**src/rtl/zigzag_buf_if.sv**
```systemverilog
// Handshake bundle between the quantizer, the zigzag reorder buffer and the entropy coder.
// The master side drives samples in and accepts words out; the slave side is the buffer.
interface zigzag_buf_if #(
  parameter int DW = 9
);
  logic          in_valid;
  logic [DW-1:0] dctq_in;
  logic          in_ready;
  logic          out_valid;
  logic          out_ready;
  logic [DW-1:0] out_data;
  logic          out_sob;
  logic          out_eob;
  logic          ovf;

  modport master (
    output in_valid, dctq_in, out_ready,
    input  in_ready, out_valid, out_data, out_sob, out_eob, ovf
  );

  modport slave (
    input  in_valid, dctq_in, out_ready,
    output in_ready, out_valid, out_data, out_sob, out_eob, ovf
  );
endinterface

```
**src/rtl/zigzag_buf.sv**
```systemverilog
// Ping-pong 8x8 reorder buffer: raster-order coefficients in, JPEG zigzag order out.
// Define ZZ_EOB_EN to stop each block after its last nonzero zigzag coefficient.
module zigzag_buf #(
  parameter int DW = 9
) (
  input  logic        clk,
  input  logic        rst,
  zigzag_buf_if.slave bus
);

  // Zigzag index of each raster position r = 8*row + col.
  localparam logic [5:0] ZZ_OF_RASTER [64] = '{
    6'd0,  6'd1,  6'd5,  6'd6,  6'd14, 6'd15, 6'd27, 6'd28,
    6'd2,  6'd4,  6'd7,  6'd13, 6'd16, 6'd26, 6'd29, 6'd42,
    6'd3,  6'd8,  6'd12, 6'd17, 6'd25, 6'd30, 6'd41, 6'd43,
    6'd9,  6'd11, 6'd18, 6'd24, 6'd31, 6'd40, 6'd44, 6'd53,
    6'd10, 6'd19, 6'd23, 6'd32, 6'd39, 6'd45, 6'd52, 6'd54,
    6'd20, 6'd22, 6'd33, 6'd38, 6'd46, 6'd51, 6'd55, 6'd60,
    6'd21, 6'd34, 6'd37, 6'd47, 6'd50, 6'd56, 6'd59, 6'd61,
    6'd35, 6'd36, 6'd48, 6'd49, 6'd57, 6'd58, 6'd62, 6'd63
  };

  logic [DW-1:0] mem_q [128];

  logic [5:0]    wr_cnt_q, wr_cnt_d;
  logic [5:0]    rd_cnt_q, rd_cnt_d;
  logic          wr_bank_q, wr_bank_d;
  logic          rd_bank_q, rd_bank_d;
  logic [1:0]    full_q, full_d;
  logic          out_valid_q, out_valid_d;
  logic [DW-1:0] out_data_q, out_data_d;
  logic          out_sob_q, out_sob_d;
  logic          out_eob_q, out_eob_d;
  logic          ovf_q, ovf_d;

  logic          in_ready;
  logic          accept;
  logic          load;
  logic          rd_last;
  logic [5:0]    wr_zz;

  assign in_ready = !full_q[wr_bank_q];
  assign accept   = bus.in_valid & in_ready;
  assign load     = full_q[rd_bank_q] & (!out_valid_q | bus.out_ready);
  assign wr_zz    = ZZ_OF_RASTER[wr_cnt_q];

`ifdef ZZ_EOB_EN
  logic [1:0][5:0] last_nz_q, last_nz_d;
  logic [5:0]      nz_base;

  // Raster 0 restarts the running maximum, so stale bank history never leaks in.
  always_comb begin
    last_nz_d = last_nz_q;
    nz_base   = (wr_cnt_q == 6'd0) ? 6'd0 : last_nz_q[wr_bank_q];
    if (accept) begin
      if ((bus.dctq_in != '0) && (wr_zz > nz_base)) last_nz_d[wr_bank_q] = wr_zz;
      else                                          last_nz_d[wr_bank_q] = nz_base;
    end
  end

  always_ff @(posedge clk) begin
    if (rst) last_nz_q <= '0;
    else     last_nz_q <= last_nz_d;
  end

  assign rd_last = (rd_cnt_q == last_nz_q[rd_bank_q]);
`else
  assign rd_last = &rd_cnt_q;
`endif

  always_comb begin
    // NOTE: every next-state signal takes its hold value first, so no path can infer a latch.
    wr_cnt_d    = wr_cnt_q;
    wr_bank_d   = wr_bank_q;
    rd_cnt_d    = rd_cnt_q;
    rd_bank_d   = rd_bank_q;
    full_d      = full_q;
    out_valid_d = out_valid_q;
    out_data_d  = out_data_q;
    out_sob_d   = out_sob_q;
    out_eob_d   = out_eob_q;
    ovf_d       = ovf_q | (bus.in_valid & !in_ready);

    if (accept) begin
      if (&wr_cnt_q) begin
        wr_cnt_d         = 6'd0;
        wr_bank_d        = ~wr_bank_q;
        full_d[wr_bank_q] = 1'b1;
      end else begin
        wr_cnt_d = wr_cnt_q + 6'd1;
      end
    end

    // Set and clear always target different banks: a full bank is never written.
    if (load) begin
      out_valid_d = 1'b1;
      out_data_d  = mem_q[{rd_bank_q, rd_cnt_q}];
      out_sob_d   = (rd_cnt_q == 6'd0);
      out_eob_d   = rd_last;
      if (rd_last) begin
        rd_cnt_d          = 6'd0;
        rd_bank_d         = ~rd_bank_q;
        full_d[rd_bank_q] = 1'b0;
      end else begin
        rd_cnt_d = rd_cnt_q + 6'd1;
      end
    end else if (out_valid_q && bus.out_ready) begin
      out_valid_d = 1'b0;
    end
  end

  // NOTE: state registers use non-blocking assignments so every flop samples pre-edge values.
  always_ff @(posedge clk) begin
    if (rst) begin
      wr_cnt_q    <= '0;
      rd_cnt_q    <= '0;
      wr_bank_q   <= 1'b0;
      rd_bank_q   <= 1'b0;
      full_q      <= '0;
      out_valid_q <= 1'b0;
      out_data_q  <= '0;
      out_sob_q   <= 1'b0;
      out_eob_q   <= 1'b0;
      ovf_q       <= 1'b0;
    end else begin
      wr_cnt_q    <= wr_cnt_d;
      rd_cnt_q    <= rd_cnt_d;
      wr_bank_q   <= wr_bank_d;
      rd_bank_q   <= rd_bank_d;
      full_q      <= full_d;
      out_valid_q <= out_valid_d;
      out_data_q  <= out_data_d;
      out_sob_q   <= out_sob_d;
      out_eob_q   <= out_eob_d;
      ovf_q       <= ovf_d;
    end
  end

  // NOTE: the coefficient storage has no reset; the full flags guarantee it is written before read.
  always_ff @(posedge clk) begin
    if (accept) mem_q[{wr_bank_q, wr_zz}] <= bus.dctq_in;
  end

  assign bus.in_ready  = in_ready;
  assign bus.out_valid = out_valid_q;
  assign bus.out_data  = out_data_q;
  assign bus.out_sob   = out_sob_q;
  assign bus.out_eob   = out_eob_q;
  assign bus.ovf       = ovf_q;

endmodule

```
**src/flat_wrapper.sv**
```systemverilog
// flat-port wrapper written by rule: the top's interface ports become plain ports
module zigzag_buf_flat 
#(
  parameter int DW = 9
)
  (clk, rst, bus_in_valid, bus_dctq_in, bus_out_ready, bus_in_ready, bus_out_valid, bus_out_data, bus_out_sob, bus_out_eob, bus_ovf);
  zigzag_buf_if #(.DW(DW)) bus_i ();
  input  logic clk;
  input  logic rst;
  input wire logic [$bits(bus_i.in_valid)-1:0] bus_in_valid;
  input wire logic [$bits(bus_i.dctq_in)-1:0] bus_dctq_in;
  input wire logic [$bits(bus_i.out_ready)-1:0] bus_out_ready;
  output wire logic [$bits(bus_i.in_ready)-1:0] bus_in_ready;
  output wire logic [$bits(bus_i.out_valid)-1:0] bus_out_valid;
  output wire logic [$bits(bus_i.out_data)-1:0] bus_out_data;
  output wire logic [$bits(bus_i.out_sob)-1:0] bus_out_sob;
  output wire logic [$bits(bus_i.out_eob)-1:0] bus_out_eob;
  output wire logic [$bits(bus_i.ovf)-1:0] bus_ovf;
  assign bus_i.in_valid = bus_in_valid;
  assign bus_i.dctq_in = bus_dctq_in;
  assign bus_i.out_ready = bus_out_ready;
  assign bus_in_ready = bus_i.in_ready;
  assign bus_out_valid = bus_i.out_valid;
  assign bus_out_data = bus_i.out_data;
  assign bus_out_sob = bus_i.out_sob;
  assign bus_out_eob = bus_i.out_eob;
  assign bus_ovf = bus_i.ovf;
  zigzag_buf #(.DW(DW)) u_core (.clk(clk), .rst(rst), .bus(bus_i));
endmodule
```
**config.mk**
```make
export PLATFORM = sky130hd
export DESIGN_NAME = zigzag_buf_flat
export DESIGN_NICKNAME = d
export VERILOG_FILES = /design/src/rtl/zigzag_buf_if.sv /design/src/rtl/zigzag_buf.sv /design/src/flat_wrapper.sv
export SDC_FILE = /design/constraint.sdc
export NUM_CORES = 1
export LEC_CHECK = 0
export ABC_AREA = 1
export CORE_MARGIN = 2
export CORE_UTILIZATION = 40
export DETAILED_ROUTE_END_ITERATION = 12
export PLACE_DENSITY = 0.63
export SYNTH_ARGS = -nofsm -noshare
export SYNTH_HDL_FRONTEND = slang
export SYNTH_SLANG_ARGS = --single-unit
```
**constraint.sdc**
```tcl
create_clock -name clk -period 6.8 [get_ports clk]
set_clock_uncertainty 0.2 [all_clocks]
set_input_delay 1.02 -clock clk [delete_from_list [all_inputs] [get_ports clk]]
set_output_delay 1.02 -clock clk [all_outputs]
set_load 0.01 [all_outputs]
```
# --- Word level (Yosys, flattened, before mapping) ---
# Memory sizes are Yosys's and may differ from the RTL's. A register that Yosys moved wholly into a read port is not among the register bits.
# Index checks and enable logic that the tools add are counted.
classes:
  n_addsub: 2
  n_lt_le_gt_ge: 5
  mux: 20
  bitwise_logic: 11
  n_reduce_logical: 11
ops:
  columns: ["operator", "n"]
  rows:
  - ["$mux 6", 4]
  - ["$reduce_and 7->1", 2]
  - ["$add 6x1->6 const B", 2]
  - ["$reduce_and 6->1", 2]
  - ["$mux 1", 10]
  - ["$mux 2", 4]
  - ["$ge 7x7->1 const B", 1]
  - ["$not 6->7", 1]
  - ["$logic_not 6->1", 1]
  - ["$lt 1x2->1 const B", 2]
  - ["$and 1x1->1", 3]
  - ["$logic_and 1x1->1", 3]
  - ["$and 2x2->2", 1]
  - ["$demux 1 s1", 2]
  - ["$ge 1x1->1 const B", 2]
  - ["$logic_not 1->1", 2]
  - ["$not 1->1", 2]
  - ["$not 2->2", 1]
  - ["$or 1x1->1", 2]
  - ["$or 2x2->2", 1]
  - ["$reduce_bool 2->1", 1]
word_totals:
  ff_bits: 20
  ram_bits: 1152
  romBits: 384
  input_bits: 13
  output_inout_bits: 14
  elab_cells: 60
  mem_count: 2
mem_list:
  columns: ["name", "words", "width", "rd", "rd_clocked_by_memory_dff", "wr", "line_no", "text"]
  rows:
  - ["u_core.mem_q", 128, 9, 1, 1, 1, "zigzag_buf.sv:23", "logic [DW-1:0] mem_q [128];"]
  - ["(no name shown)", 64, 6, 1, 0, 0, "zigzag_buf.sv:45", "assign wr_zz = ZZ_OF_RASTER[wr_cnt_q];"]

# --- Longest topological paths before layout ---
logic_depth:
  depth_word: 10
  depth_mapped: 16
  depth_no_buf: 15

# --- Least setup slack after synthesis ---
# OpenSTA, ideal clock, no wires.
synth_path:
  path_kind: "flip-flop to flip-flop"
  startpoint: "register u_core.wr_cnt_q[1]"
  endpoint: "memory u_core.mem_q[104][0], enable pin"
  setup_ns: 0.374
  arrival_time_ns: 2.642
  t_required_ns: 6.226
  setup_slack_ns: 3.584
  stages_incl_launch_ff: 17
  path_buffers: 1
  period_less_slack_ns: 3.216
  cell_sequence: "dfxtp_1 -> inv_1 -> ha_1 -> nor2_1 -> inv_1 -> nand2_1 -> inv_1 -> nand2_1 -> nand2_1 -> nand2_1 -> nand2_1 -> nor2_1 -> a21oi_1 -> inv_1 -> nand3_2 -> buf_4 -> nor2_1"
synth_between:
  elab_chain_len: 4
synth_lines:
  columns: ["element", "line_no", "text"]
  rows:
  - ["start, declared", "zigzag_buf.sv:25", "logic [5:0] wr_cnt_q, wr_cnt_d;"]
  - ["start signal, assigned", "zigzag_buf.sv:126", "wr_cnt_q <= wr_cnt_d;"]
  - ["$not 6->7 (implied by the code)", "zigzag_buf.sv:45", null]
  - ["$mem_v2 64x6", null, null]
  - ["$mux 6 (implied by the code) (2 in series)", "zigzag_buf.sv:45", null]
  - ["end, declared", "zigzag_buf.sv:23", null]
# Every way passes these cells. The select of a mux whose other input is x is not followed.

# --- Final worst setup path ---
layout_path:
  startpoint: "register u_core.wr_cnt_q[1]"
  endpoint: "memory u_core.mem_q[28][8], enable pin"
# Same word-level chain as after synthesis.

==> impl_metrics.yaml <==
global_routing:
  grt_usage_pct: 21.22
  grt_pass1_vias: 31508
  grt_start_max_net_pins: 191
  antenna_found_initial: 1
  grt_overflow: 0
  grt_pass1_wl_um: 201700
floorplanning:
  rows: 128
  die_w_um: 355.6
  initial_utilization_pct: 40.46
  die_h_um: 355.6
  fp.coreArea_mm2: 0.1222
  die_area_mm2: 0.1264
  io_pins: 27
pwr:
  cellLeakagePower_nw: 19.28
  p_switching_mw: 3.027
  pwr-share-clk_pct: 43.4
  power_mw: 14.67
  swShare_pct: 20.63
  comb_power_share_pct: 2.1
  powerDensity_mw_per_mm2: 268.3
  p_seq_share_pct: 54.5
  p_int_mw: 11.65
  ir_worst_vdd_v: 0.0002172
outcome:
  status: "complete, no violations"
setup_path:
  required_ps: 6910
  cp_max_fo: 16
  slowest_delay_ps: 1020
  cp_top_family: "simple AND/OR/NAND/NOR gates"
  regToRegSetupSlack_ps: 1930
  end_kind: "flip-flop"
  cp_num_buf_inv: 4
  path_class: "reg -> reg"
  crit_chain: "inv_1 > ha_1 > nor2_1 > inv_1 > nand2_1 > inv_1 > nand2_1 > nand2_1 > nand2_1 > nand2_1 > nor2_1 > a21oi_1 > inv_1 > nand3_2 > nor2_1"
  cpMostUsedCell: "nand2_1"
  critPathSlowestCell: "nor2_1"
  crit_path_start_kind: "flip-flop"
  cp_data_arrival_time_ps: 4980
layout:
  nets: 4401
  layout.cells.non_filler: 6096
  final_common_cell: "nand2_1"
  fill_cells: 11109
  drive_above_1_share_pct: 6.780
  syn2layout_area_growth_pct: 10.64
  final_cell_mix: "nand2_1, edfxtp_1, nand3_1"
placed_design:
  hpwl_um: 80230
  place_ws_ps: 1992
  gp_congestion: 0.8933
  portBuffers: 26
  placed_cells: 5882
synthesis:
  synth-seq-cells: 1181
  synth-simple-area-share_pct: 22.88
  yosysWarnings: 0
  yosysTopAreaCell: "edfxtp_1"
  synth_fa_ha_area_share_pct: 0.3796
  synthMuxAreaShare_pct: 0
  synth_area_leaders: "edfxtp_1, nand2_1, nand3_1"
  postSynthCellCount: 4451
  synth_top_family_by_area: "simple AND/OR/NAND/NOR gates"
  netlist-cell-type-count: 41
  syn_area_per_cell_um2: 11.11
  synth_area_mm2: 0.04944
  syn_nets: 4479
  synth_compound_area_share_pct: 2.328
  synth_top_area_share_pct: 69.97
  ys_seq_area_share_pct: 71.15
  synthXorXnorAreaFrac_pct: 0
sta:
  fin_crit_sh_pct: 71.67
  worst_slew_pin_slew_ps: 1163
  min_period_ps: 4874
  slew_headroom_pct: 22.47
  clock.fmax_ghz: 0.2052
  setup_slack_ps: 1926
  setup_viol: 0
  drv_slew: 0
  fin_setup_tns_ps: 0
  rsz0062_at_grt: "no"
  finalHoldViolations: 0
cts:
  cts_hold_buf: 0
  htreeDepth: 3
  root_buffer: "clkbuf_16"
  cts_setup_buffers: 0
  cts_tree: "done"
  cts_resized: 0
  path_clk_slew_ps: 60
  clockBufferDepth: 3
  clk_latency_ps: 700
  cts_made_buffers: 114
  cts_sinks: 1181
run:
  maxCapViolCount: 0
detailed_routing:
  avgViaCountPerCell: 5.476
  avgRoutedWirePerCell_um: 22.48
  drt_iter0_markers: 4142
  final_antenna_net_count: 0
  drt_pass1_iterations: 6
  dr_total_vias: 33382
  drt-total-wl_um: 137000
  drc: 0
min_path:
  hp-class: "reg -> reg"
==> Yosys cell counts (all sizes together) <==
library cell / instances
o21a: 2
clkbuf: 102
o211ai: 7
a21oi: 71
o31ai: 1
nand4: 18
a211oi: 3
nor2: 375
edfxtp: 1152
and2: 3
o22ai: 1
clkinv: 4
a31oi: 3
a21boi: 2
o21ai: 116
o221ai: 1
ha: 15
dfxtp: 29
o311ai: 1
inv: 103
a22oi: 1
nand2: 1448
nand3: 825
nor3: 3
buf: 165
==> per-layer routing <==
metal,track usage [%],vias to the layer above,part of all wire [%]
met1,30.56,16177,42
met5,0,-,0
met4,6.576,0,2.8
li1,-,15270,-
met2,33.11,1707,46
met3,3.319,228,9.3
==> sequential cells by signal, indices dropped and copies added (netlist names) <==
register and cells:
u_core.mem_q 1152, u_core.bus.out_data 9, u_core.rd_cnt_q 6, u_core.wr_cnt_q 6
u_core.full_q 2, u_core.bus.out_eob 1, u_core.bus.out_sob 1, u_core.bus.out_valid 1
u_core.bus.ovf 1, u_core.rd_bank_q 1, u_core.wr_bank_q 1
==> area by class of cell <==
class	instances	area (um^2)	area share [%]
multi-input combinational	2896	12670	23.16
sequential	1181	35190	64.33
antenna	2	5.005	0.009150
inverter	107	420.4	0.7686
tap	1625	2033	3.717
clock inverter	71	710.7	1.299
clock buffer	141	3047	5.570
timing repair buffer	73	628.1	1.148
==> worst reg2reg max path, stage by stage (launching register included) <==
cell and delay (ps):
dfxtp_1 540, inv_1 250, ha_1 440, nor2_1 160
inv_1 130, nand2_1 100, inv_1 80, nand2_1 80
nand2_1 50, nand2_1 50, nand2_1 50, nor2_1 80
a21oi_1 70, inv_1 250, nand3_2 890, nor2_1 1060
==> cells by family (layout without fill, tap and decap cells) <==
group / after synthesis / in the layout
other: 0 / 2
buffers and inverters: 374 / 392
adder cells (fa/ha/maj): 15 / 15
AO/OA/AOI/OAI: 209 / 209
AND/OR/NAND/NOR: 2672 / 2672
flip-flops: 1181 / 1181
==> metrics by stage <==
stage / hold WS (ps) / cell area, um^2 / util (%)
6_report: 316.4 / 54700 / 44.76
3_5_place_dp: 305.3 / 50930 / 41.68
2_1_floorplan: 302.2 / 49440 / -
3_3_place_gp: 301.4 / 50930 / 41.68
4_1_cts: 335.9 / 54690 / 44.76
5_1_grt: 347.8 / 54690 / 44.76
==> power groups by stage <==
stage	clock [mW]	combinational, mW	sequential (mW)
finish	6.37	0.304	8.00
global route	6.71	0.322	8.00
CTS	6.43	0.303	8.00
detailed placement	0	0.302	8.16
global placement	0	0.303	8.16
floorplan	0	0.0853	8.16
==> worst paths after layout <==
check / to / start / cells after the start
min reg2reg: u_core.bus.ovf$_SDFF_PP0_ / u_core.bus.ovf$_SDFF_PP0_ / 2
min: u_core.bus.ovf$_SDFF_PP0_ / u_core.bus.ovf$_SDFF_PP0_ / 2
max reg2reg: u_core.mem_q[28][8]$_DFFE_PP_ / u_core.wr_cnt_q[1]$_SDFFE_PP0P_ / 15
max: u_core.mem_q[28][8]$_DFFE_PP_ / u_core.wr_cnt_q[1]$_SDFFE_PP0P_ / 15
No activity file was read; power rests on OpenSTA's default activity.
